File: src/rtl/dual_port_ram_ctrl_pkg.sv
// Shared types and helpers for the dual-port RAM controller: FSM state
// encoding and the byte-lane merge used by both the write path and the bypass.
package dpram_pkg;

  typedef enum logic {CLEAR, READY} dpram_state_t;

  // Widest word the merge helper accepts; callers cast to and from DATA_W.
  localparam int MAX_DATA_W = 512;
  localparam int MAX_BE_W   = MAX_DATA_W / 8;

  function automatic logic [MAX_DATA_W-1:0] lane_merge(
    input logic [MAX_DATA_W-1:0] old_word,
    input logic [MAX_DATA_W-1:0] new_word,
    input logic [MAX_BE_W-1:0]   be
  );
    logic [MAX_DATA_W-1:0] merged;
    merged = old_word;
    for (int i = 0; i < MAX_BE_W; i++) begin
      if (be[i]) merged[i*8 +: 8] = new_word[i*8 +: 8];
    end
    return merged;
  endfunction

endpackage

File: src/rtl/dual_port_ram_ctrl_if.sv
// User-side bus of the dual-port RAM controller: one write port, one read
// port and the busy flag of the clear sequencer.
interface dual_port_ram_ctrl_if #(
  parameter int DATA_W = 16,
  parameter int DEPTH  = 16
);
  localparam int ADDR_W = $clog2(DEPTH);

  logic                clr;
  logic                we;
  logic [DATA_W/8-1:0] wbe;
  logic [ADDR_W-1:0]   waddr;
  logic [DATA_W-1:0]   wdata;
  logic                re;
  logic [ADDR_W-1:0]   raddr;
  logic [DATA_W-1:0]   rdata;
  logic                rvalid;
  logic                busy;

  modport master (
    output clr, we, wbe, waddr, wdata, re, raddr,
    input  rdata, rvalid, busy
  );

  modport slave (
    input  clr, we, wbe, waddr, wdata, re, raddr,
    output rdata, rvalid, busy
  );
endinterface

File: src/rtl/dual_port_ram_ctrl_clr_seq.sv
// Clear sequencer: sweeps zeroes through every address after reset or a clr
// request, and overrides the array write port while doing so.
module dpram_clr_seq
  import dpram_pkg::*;
#(
  parameter int DATA_W = 16,
  parameter int DEPTH  = 16
) (
  input  logic                      clk,
  input  logic                      rst,
  input  logic                      clr,
  output logic                      busy,
  output logic                      ov_we,
  output logic [$clog2(DEPTH)-1:0]  ov_addr,
  output logic [DATA_W-1:0]         ov_wdata,
  output logic [DATA_W/8-1:0]       ov_wbe
);
  localparam int ADDR_W = $clog2(DEPTH);
  localparam logic [ADDR_W-1:0] LAST_ADDR = ADDR_W'(DEPTH - 1);

  dpram_state_t      state_q, state_d;
  logic [ADDR_W-1:0] ptr_q, ptr_d;

  // NOTE: sequential state uses non-blocking assignments so every flop samples
  // pre-edge values regardless of process ordering.
  always_ff @(posedge clk or posedge rst) begin
    if (rst) begin
      state_q <= CLEAR;
      ptr_q   <= '0;
    end else begin
      state_q <= state_d;
      ptr_q   <= ptr_d;
    end
  end

  // NOTE: every output of this block gets a default first, so no path can
  // leave a value unassigned and infer a latch.
  always_comb begin
    state_d = state_q;
    ptr_d   = ptr_q;
    unique case (state_q)
      CLEAR: begin
        if (ptr_q == LAST_ADDR) begin
          state_d = READY;
          ptr_d   = '0;
        end else begin
          ptr_d = ptr_q + 1'b1;
        end
      end
      READY: begin
        if (clr) begin
          state_d = CLEAR;
          ptr_d   = '0;
        end
      end
      default: state_d = CLEAR;
    endcase
  end

  assign busy     = (state_q == CLEAR);
  assign ov_we    = busy;
  assign ov_addr  = ptr_q;
  assign ov_wdata = '0;
  assign ov_wbe   = '1;

endmodule

File: src/rtl/dual_port_ram_ctrl.sv
// Dual-port RAM controller: byte-lane writes, registered 1-cycle reads and a
// hardware clear sweep. Define DPRAM_WRITE_BYPASS_EN for write-first reads.
module dual_port_ram_ctrl
  import dpram_pkg::*;
#(
  parameter int DATA_W = 16,
  parameter int DEPTH  = 16
) (
  input  logic                 clk,
  input  logic                 rst,
  dual_port_ram_ctrl_if.slave  bus
);
  localparam int ADDR_W = $clog2(DEPTH);
  localparam int BE_W   = DATA_W / 8;
  localparam logic [ADDR_W:0] DEPTH_L = (ADDR_W + 1)'(DEPTH);

  logic [DATA_W-1:0] mem [DEPTH];

  logic              busy;
  logic              ov_we;
  logic [ADDR_W-1:0] ov_addr;
  logic [DATA_W-1:0] ov_wdata;
  logic [BE_W-1:0]   ov_wbe;

  logic              mem_we;
  logic [ADDR_W-1:0] mem_waddr;
  logic [DATA_W-1:0] mem_wdata;
  logic [BE_W-1:0]   mem_wbe;
  logic              w_in_range;
  logic              r_in_range;
  logic [DATA_W-1:0] rd_word;

  function automatic logic [DATA_W-1:0] merge_word(
    input logic [DATA_W-1:0] old_word,
    input logic [DATA_W-1:0] new_word,
    input logic [BE_W-1:0]   be
  );
    return DATA_W'(lane_merge(MAX_DATA_W'(old_word), MAX_DATA_W'(new_word), MAX_BE_W'(be)));
  endfunction

  dpram_clr_seq #(.DATA_W(DATA_W), .DEPTH(DEPTH)) u_clr_seq (
    .clk      (clk),
    .rst      (rst),
    .clr      (bus.clr),
    .busy     (busy),
    .ov_we    (ov_we),
    .ov_addr  (ov_addr),
    .ov_wdata (ov_wdata),
    .ov_wbe   (ov_wbe)
  );

  // The sweep owns the write port while busy; user writes are dropped.
  always_comb begin
    if (busy) begin
      mem_we    = ov_we;
      mem_waddr = ov_addr;
      mem_wdata = ov_wdata;
      mem_wbe   = ov_wbe;
    end else begin
      mem_we    = bus.we;
      mem_waddr = bus.waddr;
      mem_wdata = bus.wdata;
      mem_wbe   = bus.wbe;
    end
  end

  assign w_in_range = ({1'b0, mem_waddr} < DEPTH_L);
  assign r_in_range = ({1'b0, bus.raddr} < DEPTH_L);

  // NOTE: the array has no reset; the clear sweep zeroes it, which keeps it
  // mappable onto plain SRAM macros.
  always_ff @(posedge clk) begin
    if (mem_we && w_in_range) begin
      mem[mem_waddr] <= merge_word(mem[mem_waddr], mem_wdata, mem_wbe);
    end
  end

  always_comb begin
    rd_word = '0;
    if (r_in_range) begin
      rd_word = mem[bus.raddr];
`ifdef DPRAM_WRITE_BYPASS_EN
      if (bus.we && (bus.waddr == bus.raddr)) begin
        rd_word = merge_word(rd_word, bus.wdata, bus.wbe);
      end
`endif
    end
  end

  always_ff @(posedge clk or posedge rst) begin
    if (rst) begin
      bus.rdata  <= '0;
      bus.rvalid <= 1'b0;
    end else if (busy) begin
      bus.rvalid <= 1'b0;
    end else if (bus.re) begin
      bus.rdata  <= rd_word;
      bus.rvalid <= 1'b1;
    end else begin
      bus.rvalid <= 1'b0;
    end
  end

  assign bus.busy = busy;

endmodule

File: src/flat_wrapper.sv
// flat-port wrapper written by rule: the top's interface ports become plain ports
module dual_port_ram_ctrl_flat import dpram_pkg::*;
#(
  parameter int DATA_W = 16,
  parameter int DEPTH  = 16
)
  (clk, rst, bus_clr, bus_we, bus_wbe, bus_waddr, bus_wdata, bus_re, bus_raddr, bus_rdata, bus_rvalid, bus_busy);
  dual_port_ram_ctrl_if #(.DATA_W(DATA_W), .DEPTH(DEPTH)) bus_i ();
  input  logic clk;
  input  logic rst;
  input wire logic [$bits(bus_i.clr)-1:0] bus_clr;
  input wire logic [$bits(bus_i.we)-1:0] bus_we;
  input wire logic [$bits(bus_i.wbe)-1:0] bus_wbe;
  input wire logic [$bits(bus_i.waddr)-1:0] bus_waddr;
  input wire logic [$bits(bus_i.wdata)-1:0] bus_wdata;
  input wire logic [$bits(bus_i.re)-1:0] bus_re;
  input wire logic [$bits(bus_i.raddr)-1:0] bus_raddr;
  output wire logic [$bits(bus_i.rdata)-1:0] bus_rdata;
  output wire logic [$bits(bus_i.rvalid)-1:0] bus_rvalid;
  output wire logic [$bits(bus_i.busy)-1:0] bus_busy;
  assign bus_i.clr = bus_clr;
  assign bus_i.we = bus_we;
  assign bus_i.wbe = bus_wbe;
  assign bus_i.waddr = bus_waddr;
  assign bus_i.wdata = bus_wdata;
  assign bus_i.re = bus_re;
  assign bus_i.raddr = bus_raddr;
  assign bus_rdata = bus_i.rdata;
  assign bus_rvalid = bus_i.rvalid;
  assign bus_busy = bus_i.busy;
  dual_port_ram_ctrl #(.DATA_W(DATA_W), .DEPTH(DEPTH)) u_core (.clk(clk), .rst(rst), .bus(bus_i));
endmodule
File: config.mk
export PLATFORM = sky130hd
export DESIGN_NAME = dual_port_ram_ctrl_flat
export DESIGN_NICKNAME = d
export VERILOG_FILES = /design/src/rtl/dual_port_ram_ctrl_pkg.sv /design/src/rtl/dual_port_ram_ctrl_if.sv /design/src/rtl/dual_port_ram_ctrl_clr_seq.sv /design/src/rtl/dual_port_ram_ctrl.sv /design/src/flat_wrapper.sv
export SDC_FILE = /design/constraint.sdc
export NUM_CORES = 1
export LEC_CHECK = 0
export ABC_AREA = 1
export ABC_CLOCK_PERIOD_IN_PS = 1800
export BUFFER_PORTS_ARGS = -buffer_cell sky130_fd_sc_hd__buf_4
export CAP_MARGIN = 20
export CORE_MARGIN = 8
export CORE_UTILIZATION = 35
export CTS_BUF_LIST = sky130_fd_sc_hd__clkbuf_4 sky130_fd_sc_hd__clkbuf_8 sky130_fd_sc_hd__clkbuf_16
export DETAILED_ROUTE_END_ITERATION = 8
export PLACE_DENSITY = 0.49
export SETUP_SLACK_MARGIN = 0.5
export SLEW_MARGIN = 20
export SYNTH_ARGS = -nofsm -noshare
export SYNTH_HDL_FRONTEND = slang
export SYNTH_SLANG_ARGS = --single-unit
File: constraint.sdc
create_clock -name clk -period 1.8 [get_ports clk]
set_input_delay 0.36 -clock clk [delete_from_list [all_inputs] [get_ports clk]]
set_output_delay 0.36 -clock clk [all_outputs]
set_load 0.05 [all_outputs]
==> flow_metrics.py <==
metrics = {
    "floorplanning": {
        "design.die.area_um2": 38800,
        "floorplan.initialDensity": 0.354,
        "io_pins": 49,
        "core-area_um2": 32400,
        "chipWidth_um": 197,
        "placementRows": 66,
        "die_height_um": 197,
    },
    "synth": {
        "synth.net_count": 1075,
        "synth.ff_latch_count": 278,
        "synthCells": 1043,
        "post_synth_num_cell_types": 21,
        "synthesis.yosys.warnings": 0,
        "mappedNetlistArea_um2": 11500,
        "seq_area_frac_synth": 0.718,
        "syn_avg_cell_area_um2": 11.0,
    },
    "routing": {
        "initialDrtViolationCount": 526,
        "detail_route.first_pass.iterations": 5,
        "drc": 0,
        "detail_route.wirelength_um": 29000,
        "routed-via-count": 7632,
        "post_drt_wl_per_cell_um": 17.9,
        "viasPerCell": 4.71,
        "drt.antenna.violating_nets": 0,
    },
    "global_routing": {
        "vias_in_the_first_global_route": 7827,
        "antenna_found_initial": 0,
        "grt_max_degree": 65,
        "grt_first_pass_wirelength_um": 45000,
        "globalRouteTotalUtil": 0.149,
        "overflow": 0,
    },
    "cells_and_area": {
        "mostFrequentLayoutCells": "sky130_fd_sc_hd__nand2_1 (402), sky130_fd_sc_hd__edfxtp_1 (256), sky130_fd_sc_hd__nand3_1 (194)",
        "num-nets-final": 1187,
        "final_layout_size_suffix_gt1_frac": 0.240,
        "utilization_after_layout": 0.458,
        "antenna_cells_inserted": 0,
        "synthToLayoutAreaGrowth_pct": 29.4,
        "mostFrequentLayoutCell": "sky130_fd_sc_hd__nand2_1",
    },
    "clocking": {
        "clock_sink_count": 278,
        "clk_pin_slew_worst_setup_hold_paths_ns": 0.06,
        "tritoncts_clock_tree": "done",
        "worst_skew_pair.late_latency_ns": 0.54,
        "cts_inserted_buffers": 28,
        "cts-root-to-sink-buffers": 3,
        "cts_htree_levels": 1,
        "cts_root_buf": "sky130_fd_sc_hd__clkbuf_16",
    },
    "power": {
        "power_density_nw_per_um2": 1540,
        "static_leakage_nw": 5.75,
        "ir_worst_vdd_uv": 1130,
    },
    "sta": {
        "worst_slew_margin_rel": 0.729,
        "grt_setup_unrepaired": "yes",
        "worst-slew-pin-transition_ns": 0.406,
        "setup_tns_ns": -12.78,
        "timing_max_transition_violations_final": 0,
        "setup_viol": 214,
        "finalCriticalPeriod_ns": 1.93,
        "fin_skew_ns": 0.0108,
        "post-route-worst-setup-slack_ns": -0.126,
        "finalCritPeriodShare": 1.07,
        "fmaxAchievable_mhz": 519,
        "final_hold_viol_count": 0,
    },
    "setup_path": {
        "element_type_at_the_critical_path_start": "flip-flop",
        "ff2ff_setup_slack_ns": -0.13,
        "path_class": "flip-flop to flip-flop",
        "cp_data_arrival_time_ns": 2.18,
        "maximum_fanout_count_along_the_critical_path": 8,
        "worst_setup_path_end_kind": "flip-flop",
        "required_ns": 2.06,
    },
    "hold_path": {
        "min_path_type": "input pin to flip-flop",
    },
    "placed_design": {
        "detailedPlacementHpwl_um": 19200,
        "io_buffer_count": 48,
        "gp_routability_congestion": 0.776,
    },
    "run": {
        "maxCapViolations": 0,
    },
    "status": {
        "run_status": "finished with violations",
        "violations": "setup timing",
    },
}
-- timing repair --
action,4_1_cts,5_1_grt
setup buffers,18,20
pin swaps,17,25
hold buffers,1,0
endpoints found under the hold margin,22,0
resized for setup,35,54
setup endpoints to repair,531,535
-- metal layers --
metal / routed length [µm] / vias up / part of all wire / GRT usage
met2: 14400 / 154 / 0.50 / 0.258
met5: 0 / - / 0 / 0
li1: - / 3762 / - / -
met1: 13000 / 3682 / 0.45 / 0.196
met3: 1020 / 34 / 0.035 / 0.0164
met4: 580 / 0 / 0.020 / 0.0418
-- where the power goes --
part | internal (W) | switching [W] | total (W)
Sequential | 0.00920 | 0.000479 | 0.00968
Clock | 0.00351 | 0.00240 | 0.00591
Combinational | 0.00277 | 0.00443 | 0.00720
Total | 0.0155 | 0.00731 | 0.0228
-- stage by stage --
stage,hold slack [ns],area (µm²),instances,power (W),setup slack (ns)
floorplan,0.349,11800,1043,0.0132,0.0341
global placement,0.465,13000,1528,0.0154,-0.114
detailed placement,0.467,13000,1528,0.0155,-0.129
CTS,0.138,14400,1599,0.0220,-0.0731
global route,0.130,14800,1619,0.0239,-0.196
finish,0.139,14800,1619,0.0228,-0.126
-- synth_stat cells --
cell	n	share of area
sky130_fd_sc_hd__or2_2	2	0.0011
sky130_fd_sc_hd__dfrtp_1	22	0.048
sky130_fd_sc_hd__o21ai_2	4	0.0031
sky130_fd_sc_hd__ha_1	1	0.0011
sky130_fd_sc_hd__inv_2	4	0.0013
sky130_fd_sc_hd__nor2_1	38	0.012
sky130_fd_sc_hd__edfxtp_1	256	0.67
sky130_fd_sc_hd__buf_2	33	0.014
sky130_fd_sc_hd__o21ai_0	3	0.0013
sky130_fd_sc_hd__buf_1	9	0.0029
sky130_fd_sc_hd__nor2_2	2	0.0011
sky130_fd_sc_hd__nand2_1	420	0.14
sky130_fd_sc_hd__clkinv_1	1	0.00033
sky130_fd_sc_hd__nor2_4	2	0.0020
sky130_fd_sc_hd__xor2_1	1	0.00076
sky130_fd_sc_hd__or2_1	3	0.0016
sky130_fd_sc_hd__nand3_1	194	0.085
sky130_fd_sc_hd__clkbuf_1	16	0.0052
sky130_fd_sc_hd__a21oi_1	2	0.00087
sky130_fd_sc_hd__inv_1	28	0.0092
sky130_fd_sc_hd__o22ai_1	2	0.0011
-- registers in the layout (all words and copies together), names as in the netlist --
register,count
u_core.u_clr_seq.ov_addr,4
u_core.bus.rvalid,1
u_core.mem,256
u_core.bus.rdata,16
u_core.u_clr_seq.state_q,1
-- worst max-delay path, cell delays in order, from the launching register on --
cell	delay (ns)
sky130_fd_sc_hd__dfrtp_2	0.43
sky130_fd_sc_hd__inv_4	0.06
sky130_fd_sc_hd__or2_1	0.25
sky130_fd_sc_hd__o21ai_2	0.11
sky130_fd_sc_hd__inv_2	0.10
sky130_fd_sc_hd__nor2_4	0.23
sky130_fd_sc_hd__buf_4	0.16
sky130_fd_sc_hd__nand2_4	0.06
sky130_fd_sc_hd__nor2_4	0.10
sky130_fd_sc_hd__buf_12	0.13
-- worst paths after layout --
| path | startpoint | end | cells past startpoint |
|---|---|---|---|
| max reg2reg | u_core.u_clr_seq.state_q | u_core.mem[5][14] | 9 |
| min | bus_clr | u_core.u_clr_seq.ov_addr[1] | 3 |
| min reg2reg | u_core.bus.rdata[11] | u_core.bus.rdata[11] | 2 |
| max | u_core.u_clr_seq.state_q | u_core.mem[5][14] | 9 |
| max in group asynchronous | rst | u_core.u_clr_seq.state_q | 4 |
| min in group asynchronous | rst | u_core.u_clr_seq.ov_addr[3] | 4 |
-- cell type report --
cell class	count	area [µm²]
Sequential cell	278	8240
Timing Repair Buffer	140	1640
Fill cell	3031	17500
Tap cell	442	553
Inverter	33	190
Clock inverter	15	159
Clock buffer	37	786
Multi-Input combinational cell	674	3270
-- cells by family (layout without fill, tap and decap cells) --
family | count (synthesis) | after routing | synth area share
DFF | 278 | 278 | 0.718
xor gates and xnor gates | 1 | 1 | 0.000764
buffers and inverters | 91 | 225 | 0.0334
and+or+nand+nor | 661 | 661 | 0.240
adders and majority gates | 1 | 1 | 0.00109
AOI/OAI and AO/OA | 11 | 11 | 0.00633
(Power assumes the default switching activity.)
